### config.mk
export PLATFORM = sky130hd
export DESIGN_NAME = serial_adder
export DESIGN_NICKNAME = d
export VERILOG_FILES = /design/src/rtl/serial_adder.sv
export SDC_FILE = /design/constraint.sdc
export NUM_CORES = 1
export LEC_CHECK = 0
export CAP_MARGIN = 20
export CELL_PAD_IN_SITES_DETAIL_PLACEMENT = 1
export CELL_PAD_IN_SITES_GLOBAL_PLACEMENT = 1
export CORE_AREA = 2 2 69 71
export CTS_CLUSTER_DIAMETER = 30
export CTS_CLUSTER_SIZE = 8
export DETAILED_ROUTE_END_ITERATION = 8
export DIE_AREA = 0 0 71 73
export PLACE_DENSITY = 0.77
export SYNTH_ARGS = -nofsm -noshare
export SYNTH_HDL_FRONTEND = slang
export SYNTH_HIERARCHICAL = 1
export SYNTH_SLANG_ARGS = --single-unit
### constraint.sdc
create_clock -name clk -period 3.88 [get_ports clk]
set_input_delay 0.582 -clock clk [delete_from_list [all_inputs] [get_ports clk]]
set_output_delay 0.582 -clock clk [all_outputs]
set_load 0.03 [all_outputs]
### src/rtl/serial_adder.sv
// rtl/serial_adder.sv - bit-serial WIDTH-bit adder/subtractor around one full_adder cell
module serial_adder #(
    parameter int WIDTH = 8
) (
    input  logic             clk,
    input  logic             reset,
    input  logic             start,
    input  logic             sub,
    input  logic [WIDTH-1:0] a,
    input  logic [WIDTH-1:0] b,
    output logic             busy,
    output logic             done,
    output logic [WIDTH-1:0] s,
    output logic             cout,
    output logic             overflow
);
    localparam int CW = (WIDTH > 2) ? $clog2(WIDTH) : 1;
    localparam logic [CW-1:0] LAST = CW'(WIDTH - 1);

    typedef enum logic [1:0] {
        IDLE = 2'd0,
        RUN  = 2'd1,
        DONE = 2'd2
    } state_t;

    state_t           state_q;
    logic [WIDTH-1:0] op_a_q;
    logic [WIDTH-1:0] op_b_q;
    logic [WIDTH-1:0] sum_q;
    logic [WIDTH-1:0] s_q;
    logic [CW-1:0]    cnt_q;
    logic             carry_q;
    logic             busy_q;
    logic             done_q;
    logic             cout_q;
    logic             ovf_q;

    logic             fa_s;
    logic             fa_cout;
    logic [WIDTH-1:0] sum_d;

    full_adder u_fa (
        .a    (op_a_q[0]),
        .b    (op_b_q[0]),
        .cin  (carry_q),
        .s    (fa_s),
        .cout (fa_cout)
    );

    assign sum_d = {fa_s, sum_q[WIDTH-1:1]};

    always_ff @(posedge clk) begin
        if (reset) begin
            state_q <= IDLE;
            op_a_q  <= '0;
            op_b_q  <= '0;
            sum_q   <= '0;
            s_q     <= '0;
            cnt_q   <= '0;
            carry_q <= 1'b0;
            busy_q  <= 1'b0;
            done_q  <= 1'b0;
            cout_q  <= 1'b0;
            ovf_q   <= 1'b0;
        end else begin
            done_q <= 1'b0;
            case (state_q)
                IDLE, DONE: begin
                    if (start) begin
                        // Subtraction is a + ~b + 1: invert B and seed the carry with 1.
                        op_a_q  <= a;
                        op_b_q  <= sub ? ~b : b;
                        carry_q <= sub;
                        cnt_q   <= '0;
                        sum_q   <= '0;
                        busy_q  <= 1'b1;
                        state_q <= RUN;
                    end else begin
                        busy_q  <= 1'b0;
                        state_q <= IDLE;
                    end
                end
                RUN: begin
                    op_a_q  <= op_a_q >> 1;
                    op_b_q  <= op_b_q >> 1;
                    sum_q   <= sum_d;
                    carry_q <= fa_cout;
                    if (cnt_q == LAST) begin
                        // MSB bit: carry_q is the carry into the sign position.
                        s_q     <= sum_d;
                        cout_q  <= fa_cout;
                        ovf_q   <= carry_q ^ fa_cout;
                        busy_q  <= 1'b0;
                        done_q  <= 1'b1;
                        cnt_q   <= '0;
                        state_q <= DONE;
                    end else begin
                        cnt_q <= cnt_q + 1'b1;
                    end
                end
                default: begin
                    busy_q  <= 1'b0;
                    state_q <= IDLE;
                end
            endcase
        end
    end

    assign busy     = busy_q;
    assign done     = done_q;
    assign s        = s_q;
    assign cout     = cout_q;
    assign overflow = ovf_q;
endmodule

module full_adder (
    input  logic a,
    input  logic b,
    input  logic cin,
    output logic s,
    output logic cout
);
    logic p;
    assign p    = a ^ b;
    assign s    = p ^ cin;
    assign cout = (a & b) | (cin & p);
endmodule

==> impl_metrics.csv, run 1 <==
group,metric,value,unit
timing,hold_viol,0,
worst_setup_path,r2r-start,"state_q[0]",
clock_network,clockBufferDepth,2,
timing,worst_slew_pin_slew,1.087,ns
worst_setup_path,cpMaxStageDelayCell,"clkdlybuf4s50_1",
yosys,synth-simple-area-share,0.1803,
finish,fin_nets,239,
drt,ant_nets,0,
die,rows,25,
yosys,syn-cell-area,1755,sq um
clock_network,cts_tree,"yes",
timing,setup_viol,0,
timing,fin_worst_skew,0.005499,ns
die,io_pins,32,
place,dpl_cell_area,2018,sq um
clock_network,ctsResizeCount,0,
drt,wl_met2,1.783,mm
yosys,synthAdderAreaFrac,0.02566,
drt,wl,3.712,mm
place,io_buffers,31,
clock_network,clkTransAtPathRegs,0.08,ns
finish,antenna_cells,0,
clock_network,htree_levels,2,
worst_setup_path,critPathLaunchType,"flop",
finish,final_cell_area,2116,sq um
clock_network,post_cts_buffers,0,
drt,maxUsedRoutingLayer,"met4",
power_and_ir_drop,swShare,0.2618,
yosys,yosysWarnings,6,
timing,fin_crit_sh,0.4846,
worst_setup_path,slowest_delay,0.67,ns
worst_setup_path,worstSetupStartpoint,"cout",
worst_setup_path,setup.worst_path.class,"reg -> out",
timing,slew_headroom,0.2750,
yosys,synth_xor_area_frac,0.04490,
timing,rsz0062_at_grt,"no",
power_and_ir_drop,p_sw,0.2161,mW
drt,drtIter0Drc,34,
grt,grt_use_total,0.1507,
power_and_ir_drop,peakVddDrop,0.2335,mV
clock_network,cts_buffers,5,
worst_setup_path,path_max_fanout,2,
die,die_w,71,microns
finish,syn_to_final_growth,20.53,%
run,drv_cap,0,
timing,slew_violations,0,
yosys,ys_types,26,
yosys,synth_area_leaders,"dfxtp_1 (47%), a21oi_1 (10%), nand3_1 (7.4%)",
die,die_h,73,microns
hold_path,hold_path_class,"reg -> reg",
grt,first_global_vias,1391,
place,gp_congestion,0.6795,
power_and_ir_drop,intPower,0.6095,mW
hold_path,min-delay-start,"s[0]",
grt,antenna_found_initial,0,
yosys,synthCells,194,
finish,fillCellCount,526,
worst_setup_path,endpoint_kind,"primary output",
timing,fin_tns_setup,0,ns
clock_network,clock-sinks,41,
worst_setup_path,critPathRequiredTime,3.30,ns
die,dieArea,5183,sq um
finish,drive_gt1_frac,0.09217,
drt,wl_met1,1.742,mm
yosys,avgSynthCellArea,9.049,sq um
yosys,yosysTopAreaCell,"dfxtp_1",
grt,grt_max_degree,42,
yosys,synth_compound_area_frac,0.2074,
die,initial_core_util,0.3870,
power_and_ir_drop,power_frac_clock,0.327,
drt,wl_met3,134,microns
drt,drc,0,
power_and_ir_drop,p_comb_frac,0.129,
die,core_area,4536,sq um
yosys,netlist.area_leader.share,0.4676,
grt,grt_first_pass_wirelength,6.237,mm
clock_network,root_buffer,"clkbuf_8",
yosys,synth_top_family_by_area,"compound AO/OA/AOI/OAI gates",
timing,finalCriticalPeriod,1.880,ns
yosys,ys_seq_area_frac,0.4676,
yosys,syn-num-nets,217,
power_and_ir_drop,powerDensity,390.2,nW/um^2
worst_setup_path,cp_data_arrival_time,1.30,ns
drt,wl_per_cell,13.70,microns
clock_network,clk_latency,0.29,ns
worst_setup_path,worstPathBufferInverterCount,1,
run_status,outcome,"finished clean",
grt,grt_overflow,0,
place,dp_hpwl,2.318,mm
yosys,synthMuxAreaShare,0,
drt,firstDrtPassIters,4,
clock_network,ctsHoldBuffers,0,
power_and_ir_drop,cellLeakagePower,0.7177,nW
drt,vias,1417,
worst_setup_path,crit_family,"buffers and inverters",
yosys,ys_ff_latch,41,
drt,viasPerCell,5.229,
power_and_ir_drop,p_seq_frac,0.544,
timing,fmax,531.9,MHz
worst_setup_path,path_cells,"clkdlybuf4s50_1",
## state kept, by name, indices dropped and copies added (netlist names)
| signal | flops |
|---|---|
| s | 8 |
| done | 1 |
| op_b_q | 8 |
| cnt_q | 3 |
| sum_q | 7 |
| op_a_q | 8 |
| state_q | 2 |
| overflow | 1 |
| carry_q | 1 |
| cout | 1 |
| busy | 1 |
## per-stage QoR
stage,setup slack (ns),hold slack [ns],util,power (mW),std cells
finish,2.000,0.4569,0.4665,0.8256,271
floorplan,2.559,0.4321,-,0.5366,194
global route,1.948,0.4759,0.4665,0.8660,271
global placement,1.673,0.4429,0.4450,0.5618,262
CTS,1.929,0.4639,0.4632,0.8334,270
detailed placement,1.618,0.4527,0.4450,0.5635,262
## per-layer routing
metal	vias up	GRT usage
met2	28	0.2565
li1	713	-
met4	0	0.06289
met5	-	0
met3	5	0.03729
met1	671	0.1825
## Yosys cell counts, drive strengths merged
| master | n |
|---|---|
| nand2 | 29 |
| buf | 15 |
| nand3 | 26 |
| dfxtp | 41 |
| nand2b | 2 |
| a21oi | 36 |
| o21a | 1 |
| clkbuf | 4 |
| and2b | 1 |
| a211oi | 1 |
| nor2b | 1 |
| a22oi | 15 |
| nor2 | 5 |
| nor4b | 1 |
| nand3b | 2 |
| and3b | 1 |
| xor2 | 8 |
| fa | 1 |
| ha | 2 |
| a31oi | 1 |
| xnor2 | 1 |
## worst paths after layout
| path | depth (start not counted) | slack, ns | end |
|---|---|---|---|
| worst min register to register | 2 | 0.46 | s[0] |
| worst min-delay path | 2 | 0.46 | s[0] |
| worst max register to register | 3 | 2.13 | op_b_q[2] |
| worst max-delay path | 1 | 2.00 | cout |
## layout by cell type, fill, tap and decap left out, drive strengths merged, types with 2 or more instances in the layout
cell type / Yosys / routed
dfxtp: 41 / 41
a21oi: 36 / 36
clkdlybuf4s50: 0 / 31
nand2: 29 / 29
nand3: 26 / 26
a22oi: 15 / 15
xor2: 8 / 8
clkbuf: 4 / 6
nor2: 5 / 5
buf: 15 / 3
nand2b: 2 / 2
nand3b: 2 / 2
ha: 2 / 2
clkinv: 0 / 2
## final cells by class
cell class              instances  area (sq um)  area share
clock buffers                   6         72.57     0.03430
flip-flops and latches         41         820.8      0.3879
well taps                      54         67.56     0.03193
clock inverters                 2         10.01    0.004731
multi-input cells             134         804.5      0.3802
repair buffers                 34         340.3      0.1609
## power groups by stage
| stage | logic [mW] | registers [mW] | clock network, mW |
|---|---|---|---|
| 2_1_floorplan | 0.0790 | 0.458 | 0 |
| 3_3_place_gp | 0.103 | 0.458 | 0 |
| 3_5_place_dp | 0.104 | 0.459 | 0 |
| 4_1_cts | 0.105 | 0.449 | 0.279 |
| 5_1_grt | 0.118 | 0.451 | 0.297 |
| 6_report | 0.106 | 0.449 | 0.270 |
## cells by family (layout without fill, tap and decap cells)
kind of cell | Yosys count | count (layout)
AO/OA/AOI/OAI | 54 | 54
XOR/XNOR | 9 | 9
adder cells (fa/ha/maj) | 3 | 3
buffers and inverters | 19 | 42
flip-flops | 41 | 41
AND/OR/NAND/NOR | 68 | 68
(Power assumes the default switching activity.)
==> inputs of run 2 (changes only) <==
--- a/config.mk
+++ b/config.mk
@@ -8,12 +8,12 @@
 export CAP_MARGIN = 20
 export CELL_PAD_IN_SITES_DETAIL_PLACEMENT = 1
 export CELL_PAD_IN_SITES_GLOBAL_PLACEMENT = 1
-export CORE_AREA = 2 2 69 71
+export CORE_AREA = 2 2 71 73
 export CTS_CLUSTER_DIAMETER = 30
 export CTS_CLUSTER_SIZE = 8
 export DETAILED_ROUTE_END_ITERATION = 8
-export DIE_AREA = 0 0 71 73
-export PLACE_DENSITY = 0.77
+export DIE_AREA = 0 0 73 75
+export PLACE_DENSITY = 0.73
 export SYNTH_ARGS = -nofsm -noshare
 export SYNTH_HDL_FRONTEND = slang
 export SYNTH_HIERARCHICAL = 1
==> constraint.sdc (replaced) <==
create_clock -name clk -period 1.9 [get_ports clk]
set_input_delay 0.285 -clock clk [delete_from_list [all_inputs] [get_ports clk]]
set_output_delay 0.285 -clock clk [all_outputs]
set_load 0.03 [all_outputs]
==> run 2 against run 1 <==
  * Sequential share of layout area decreased by 1.6 points
  * Non-clock buffer count increased by 2
  * Clock power increased to 2.7 times the previous value
  * Sequential power increased by 100%
  * Clock skew about the same
  * First-iteration DRC count increased by 120%
  * Clock-buffer cell count increased by 1
  * Combinational power increased by 120%
  * Register-to-register slack got worse by 1.8 ns
  * Setup slack got worse by 1.7 ns
  * Largest cell class unchanged
  * Highest routed layer unchanged
==> impl_metrics.csv, run 2 (synthesis results as in run 1) <==
group,metric,value,unit
finish,final_cell_mix,"dfxtp_1 (41), a21oi_1 (36), clkdlybuf4s50_1 (31), nand2_1 (29), nand3_1 (26)",
place,dpl_cell_area,2091,sq um
timing,layout_setup_ws,0.3079,ns
timing,fin_crit_sh,0.8380,
drt,viasPerCell,5.220,
place,io_buffers,31,
power_and_ir_drop,intPower,1.436,mW
grt,grt_use_total,0.1495,
worst_setup_path,path_max_fanout,2,
power_and_ir_drop,p_sw,0.4517,mW
place,gp_congestion,0.6935,
clock_network,cts_buffers,5,
grt,grt_max_degree,42,
timing,whs,0.4548,ns
drt,vias,1425,
run,drv_cap,0,
timing,setup_viol,0,
die,io_pins,32,
clock_network,cts_tree,"yes",
clock_network,root_buffer,"clkbuf_8",
power_and_ir_drop,power_frac_clock,0.389,
finish,final_cell_area,2207,sq um
drt,ant_nets,0,
grt,grt_overflow,0,
clock_network,clockBufferDepth,2,
clock_network,clkTransAtPathRegs,0.08,ns
finish,final_common_cell,"dfxtp_1",
clock_network,post_cts_buffers,0,
worst_setup_path,worstPathBufferInverterCount,1,
place,dp_hpwl,2.361,mm
power_and_ir_drop,p_comb_frac,0.125,
worst_setup_path,cp_data_arrival_time,1.31,ns
worst_setup_path,slowest_delay,0.67,ns
clock_network,ctsResizeCount,0,
place,dp_slack,0.2621,ns
die,die_h,75,microns
die,initial_core_util,0.3766,
finish,antenna_cells,0,
power_and_ir_drop,powerDensity,855.1,nW/um^2
worst_setup_path,cpMaxStageDelayCell,"clkdlybuf4s50_1",
finish,syn_to_final_growth,25.73,%
die,core_area,4661,sq um
grt,first_global_vias,1350,
clock_network,ctsHoldBuffers,0,
clock_network,htree_levels,2,
drt,drc,0,
clock_network,clock-sinks,41,
drt,wl_per_cell,13.49,microns
power_and_ir_drop,cellLeakagePower,0.7568,nW
die,rows,25,
power_and_ir_drop,swShare,0.2393,
power_and_ir_drop,peakVddDrop,0.3688,mV
timing,finalCriticalPeriod,1.592,ns
timing,fmax,628.1,MHz
hold_path,hold_path_class,"reg -> reg",
timing,fin_worst_skew,0.005915,ns
grt,antenna_found_initial,0,
timing,worst_slew_pin_slew,0.4977,ns
finish,fin_nets,241,
worst_setup_path,setup.worst_path.class,"reg -> out",
worst_setup_path,endpoint_kind,"primary output",
timing,slew_headroom,0.6672,
grt,grt_first_pass_wirelength,6.223,mm
timing,fin_tns_setup,0,ns
worst_setup_path,crit_family,"buffers and inverters",
drt,wl,3.682,mm
worst_setup_path,critPathLaunchType,"flop",
die,dieArea,5475,sq um
drt,drtIter0Drc,75,
worst_setup_path,path_cells,"clkdlybuf4s50_1",
worst_setup_path,critPathRequiredTime,1.62,ns
power_and_ir_drop,p_seq_frac,0.486,
timing,slew_violations,0,
run_status,outcome,"finished clean",
timing,hold_viol,0,
timing,rsz0062_at_grt,"no",
clock_network,clk_latency,0.30,ns
drt,firstDrtPassIters,4,
die,die_w,73,microns
finish,drive_gt1_frac,0.1005,
-- run 2: power groups by stage --
stage / Combinational, mW / Clock (mW) / Sequential [mW]
4_1_cts: 0.240 / 0.753 / 0.918
2_1_floorplan: 0.161 / 0 / 0.935
3_5_place_dp: 0.240 / 0 / 0.937
5_1_grt: 0.262 / 0.781 / 0.922
6_report: 0.237 / 0.733 / 0.917
3_3_place_gp: 0.236 / 0 / 0.937
-- run 2: per-stage QoR --
| step | util | total power [mW] | cells |
|---|---|---|---|
| finish | 0.4736 | 1.887 | 273 |
| global route | 0.4736 | 1.964 | 273 |
| floorplan | - | 1.096 | 194 |
| global placement | 0.4486 | 1.173 | 265 |
| detailed placement | 0.4486 | 1.177 | 265 |
| CTS | 0.4736 | 1.910 | 273 |
-- run 2: worst reg2reg max path, stage by stage, from the launching register on --
cell      delay [ns]
dfxtp_1         0.38
ha_1            0.17
ha_1            0.22
and3b_1         0.42
nor2_1          0.08
a211oi_1        0.20
-- run 2: layout make-up --
type	instances	area (sq um)
clock buffer	7	86.33
clock inverter	1	30.03
timing repair buffer	36	397.9
sequential	41	820.8
fill	552	2454
multi-input combinational	134	804.5
tap	54	67.56
-- run 2: path summary, 6_finish.rpt --
kind / start / to / slack [ns] / cells after the start
setup / recovery: overflow / overflow / 0.31 / 1
hold / removal: s[2] / s[2] / 0.45 / 2
setup reg to reg: cnt_q[0] / overflow / 0.36 / 5
hold reg to reg: s[2] / s[2] / 0.45 / 2
-- run 2: routing by layer --
metal	track usage	part of all wire	vias up
li1	-	-	718
met4	0.09259	0.027	0
met2	0.2432	0.47	35
met5	0	0	-
met3	0.02410	0.036	7
met1	0.1860	0.47	665
==> RTL change 1 (settings of run 1) <==
Register the inputs `start`, `sub`, `a` and `b` before use. The logic sees them one clock later.
--- a/src/rtl/serial_adder.sv
+++ b/src/rtl/serial_adder.sv
@@ -24,2 +24,14 @@
     } state_t;
+
+    logic start_q;
+    logic sub_q;
+    logic [WIDTH-1:0] a_q;
+    logic [WIDTH-1:0] b_q;
+
+    always_ff @(posedge clk) begin
+        start_q <= start;
+        sub_q   <= sub;
+        a_q     <= a;
+        b_q     <= b;
+    end
 
@@ -68,7 +80,7 @@
                 IDLE, DONE: begin
-                    if (start) begin
+                    if (start_q) begin
                         // Subtraction is a + ~b + 1: invert B and seed the carry with 1.
-                        op_a_q  <= a;
-                        op_b_q  <= sub ? ~b : b;
-                        carry_q <= sub;
+                        op_a_q  <= a_q;
+                        op_b_q  <= sub_q ? ~b_q : b_q;
+                        carry_q <= sub_q;
                         cnt_q   <= '0;
Function: changed (a bounded check fails within 4 cycles, from zero or initial values and one cycle with reset high).
==> RTL change 1 against run 1 <==
- routed wire length rose by 23%
- design area is 23% higher
- total power rose by 46%
- setup slack worse by 0.035 ns
- sequential share of layout area up 6.8 points
- synthesized area increased by 23%
- sequential cell count rose by 18
- largest cell class unchanged
- critical path type unchanged
- fmax is 1.8% lower
- via count is 13% higher
- clock skew up 0.0023 ns
- non-clock buffer count is 1 higher
==> RTL change 1: results (changes against run 1) <==
cells_and_area:
  nets: 262  # +9.6%
  layout-drive-gt1-share_pct: 12.45  # +3.2 points
placed_design:
  globalplace.congestion: 0.7221  # +6.3%
  detailedPlacementHpwl_mm: 3.084  # +33%
outcome:
  outcome: "finished clean"
setup_path:
  endpoint: "busy"
  setup.worst_path.start: "busy"
  timing.critical_path.arrival_ns: 1.33  # +0.03 ns
  critical_path.reg2reg.endpoint: "op_b_q[1]"
drt:
  drt_wl_total_mm: 4.548  # +23%
  drt_first_iter_violations: 70  # +110%
  route.vias.total: 1597  # +13%
timing:
  clock.fmax_mhz: 522.0  # -1.8%
  final.setup_skew_ns: 0.007768  # +0.002269 ns
  slew_headroom_pct: 32.22  # +4.7 points
yosys:
  synthXorXnorAreaFrac_pct: 3.650  # -0.84 points
  seq_area_frac_synth_pct: 54.69  # +7.9 points
  yosys_warnings: 6  # unchanged
  synth_fa_ha_area_share_pct: 2.086  # -0.48 points
  synth_top_cells_by_count: "sky130_fd_sc_hd__dfxtp_1, sky130_fd_sc_hd__a21oi_1, sky130_fd_sc_hd__nand2_1"
power_and_ir_drop:
  power.static_leakage_uw: 0.0009123  # +27%
  ir_drop_mv: 0.2431  # +4.1%
clocking:
  clk_latency_ns: 0.32  # +0.03 ns
  cts.clk_slew.worst_paths_ns: 0.06  # -0.02 ns
  tritoncts.num_buffers: 9  # +4
  htree_levels: 3  # +1
grt:
  first_global_vias: 1714  # +23%
  groute.usage.overall_pct: 19.22  # +4.1 points
  antenna_found_initial: 0  # unchanged
RTL change 1: cell count changes after synthesis:
cell and change:
sky130_fd_sc_hd__dfxtp_1 +18, sky130_fd_sc_hd__nand3_1 -6, sky130_fd_sc_hd__nand3_2 +6, sky130_fd_sc_hd__buf_2 -2
sky130_fd_sc_hd__clkbuf_1 +2, sky130_fd_sc_hd__buf_1 -1, sky130_fd_sc_hd__buf_12 +1
RTL change 1: how the worst min path moves through the flow:
stage          cells after the start   start        end
5_1_grt                            2  a_q[7]  op_a_q[7]
3_3_place_gp                       2  a_q[7]  op_a_q[7]
6_report                           2  a_q[7]  op_a_q[7]
2_1_floorplan                      2  a_q[7]  op_a_q[7]
4_1_cts                            2  a_q[7]  op_a_q[7]
3_5_place_dp                       2  a_q[7]  op_a_q[7]
RTL change 1: report_power, final:
| group | switching [µW] | internal [µW] |
|---|---|---|
| Sequential | 19.3 | 634 |
| Combinational | 58.2 | 50.8 |
| Clock | 205 | 239 |
| Total | 283 | 923 |
RTL change 1: layer usage:
metal,vias up,GRT usage [%],share of wire [%]
met5,-,0,0
met4,0,9.224,1.3
met3,6,6.077,3.3
met2,33,34.99,53
met1,781,20.09,42
li1,777,-,-
RTL change 1: kinds of logic after synthesis:
group / after synthesis
xor+xnor: 9
flops: 59
buf+inv: 19
compound gates: 54
simple gates: 68
fa+ha+maj: 3
RTL change 1: layout make-up:
type	instances	area, µm²
sequential	59	1181
clock buffer	13	148.9
tap	54	67.56
multi-input combinational	134	834.6
timing repair buffer	35	360.3
fill	505	1943
RTL change 1: stage by stage:
stage,power [µW],std cells
2_1_floorplan,744.2,212
3_3_place_gp,761.8,281
3_5_place_dp,771.3,281
4_1_cts,1218,294
5_1_grt,1268,295
6_report,1206,295
==> RTL change 2 (settings of run 1) <==
Without the edit above. Change the parameter `WIDTH` from 8 to 16.
--- a/src/rtl/serial_adder.sv
+++ b/src/rtl/serial_adder.sv
@@ -2,3 +2,3 @@
 module serial_adder #(
-    parameter int WIDTH = 8
+    parameter int WIDTH = 16
 ) (
Interface: changed (resized a, b and s); port bits go from 32 to 56. No check against the original RTL was run, so the function may have changed too.
==> RTL change 2 against run 1 <==
- the run now fails in global placement
- synthesized area up 70%
==> RTL change 2: results (changes against run 1) <==
floorplanning:
  rows: 25  # unchanged
  starting_density_pct: 65.96  # +27 points
yosys:
  synth_top_cells_by_count: "sky130_fd_sc_hd__dfxtp_1, sky130_fd_sc_hd__a21oi_1, sky130_fd_sc_hd__nand3_1"
  synth_ff_type: "sky130_fd_sc_hd__dfxtp_1"
  ys_top_cells_by_area: "sky130_fd_sc_hd__dfxtp_1, sky130_fd_sc_hd__a21oi_1, sky130_fd_sc_hd__nand3_1"
  postSynth.asyncResetShare_pct: 0  # unchanged
  distinct_cell_type_count_of_the_synthesized_netlist: 32  # +23%
  seq_area_frac_synth_pct: 49.52  # +2.8 points
  ys_seq_elements: 74  # +80%
  synthesis.instances: 319  # +64%
  yosys_warnings: 6  # unchanged
  syn_nets: 357  # +65%
outcome:
  error_message: "[ERROR GPL-0301] Utilization 105.431 % exceeds 100%."
  flow.stopped_at: "global placement"
  outcome: "stopped before the end"
placed_design:
  placement.io_buffers: 55  # +77%
-- RTL change 2: logic make-up after synthesis --
family                   after synthesis  share of synthesized area (%)
AND/OR/NAND/NOR                       84                          14.55
XOR/XNOR                              17                          4.977
buffers and inverters                 34                          5.855
flip-flops                            74                          49.52
multiplexers                           1                         0.3764
AO/OA/AOI/OAI                        107                          23.63
adder cells (fa/ha/maj)                2                          1.087
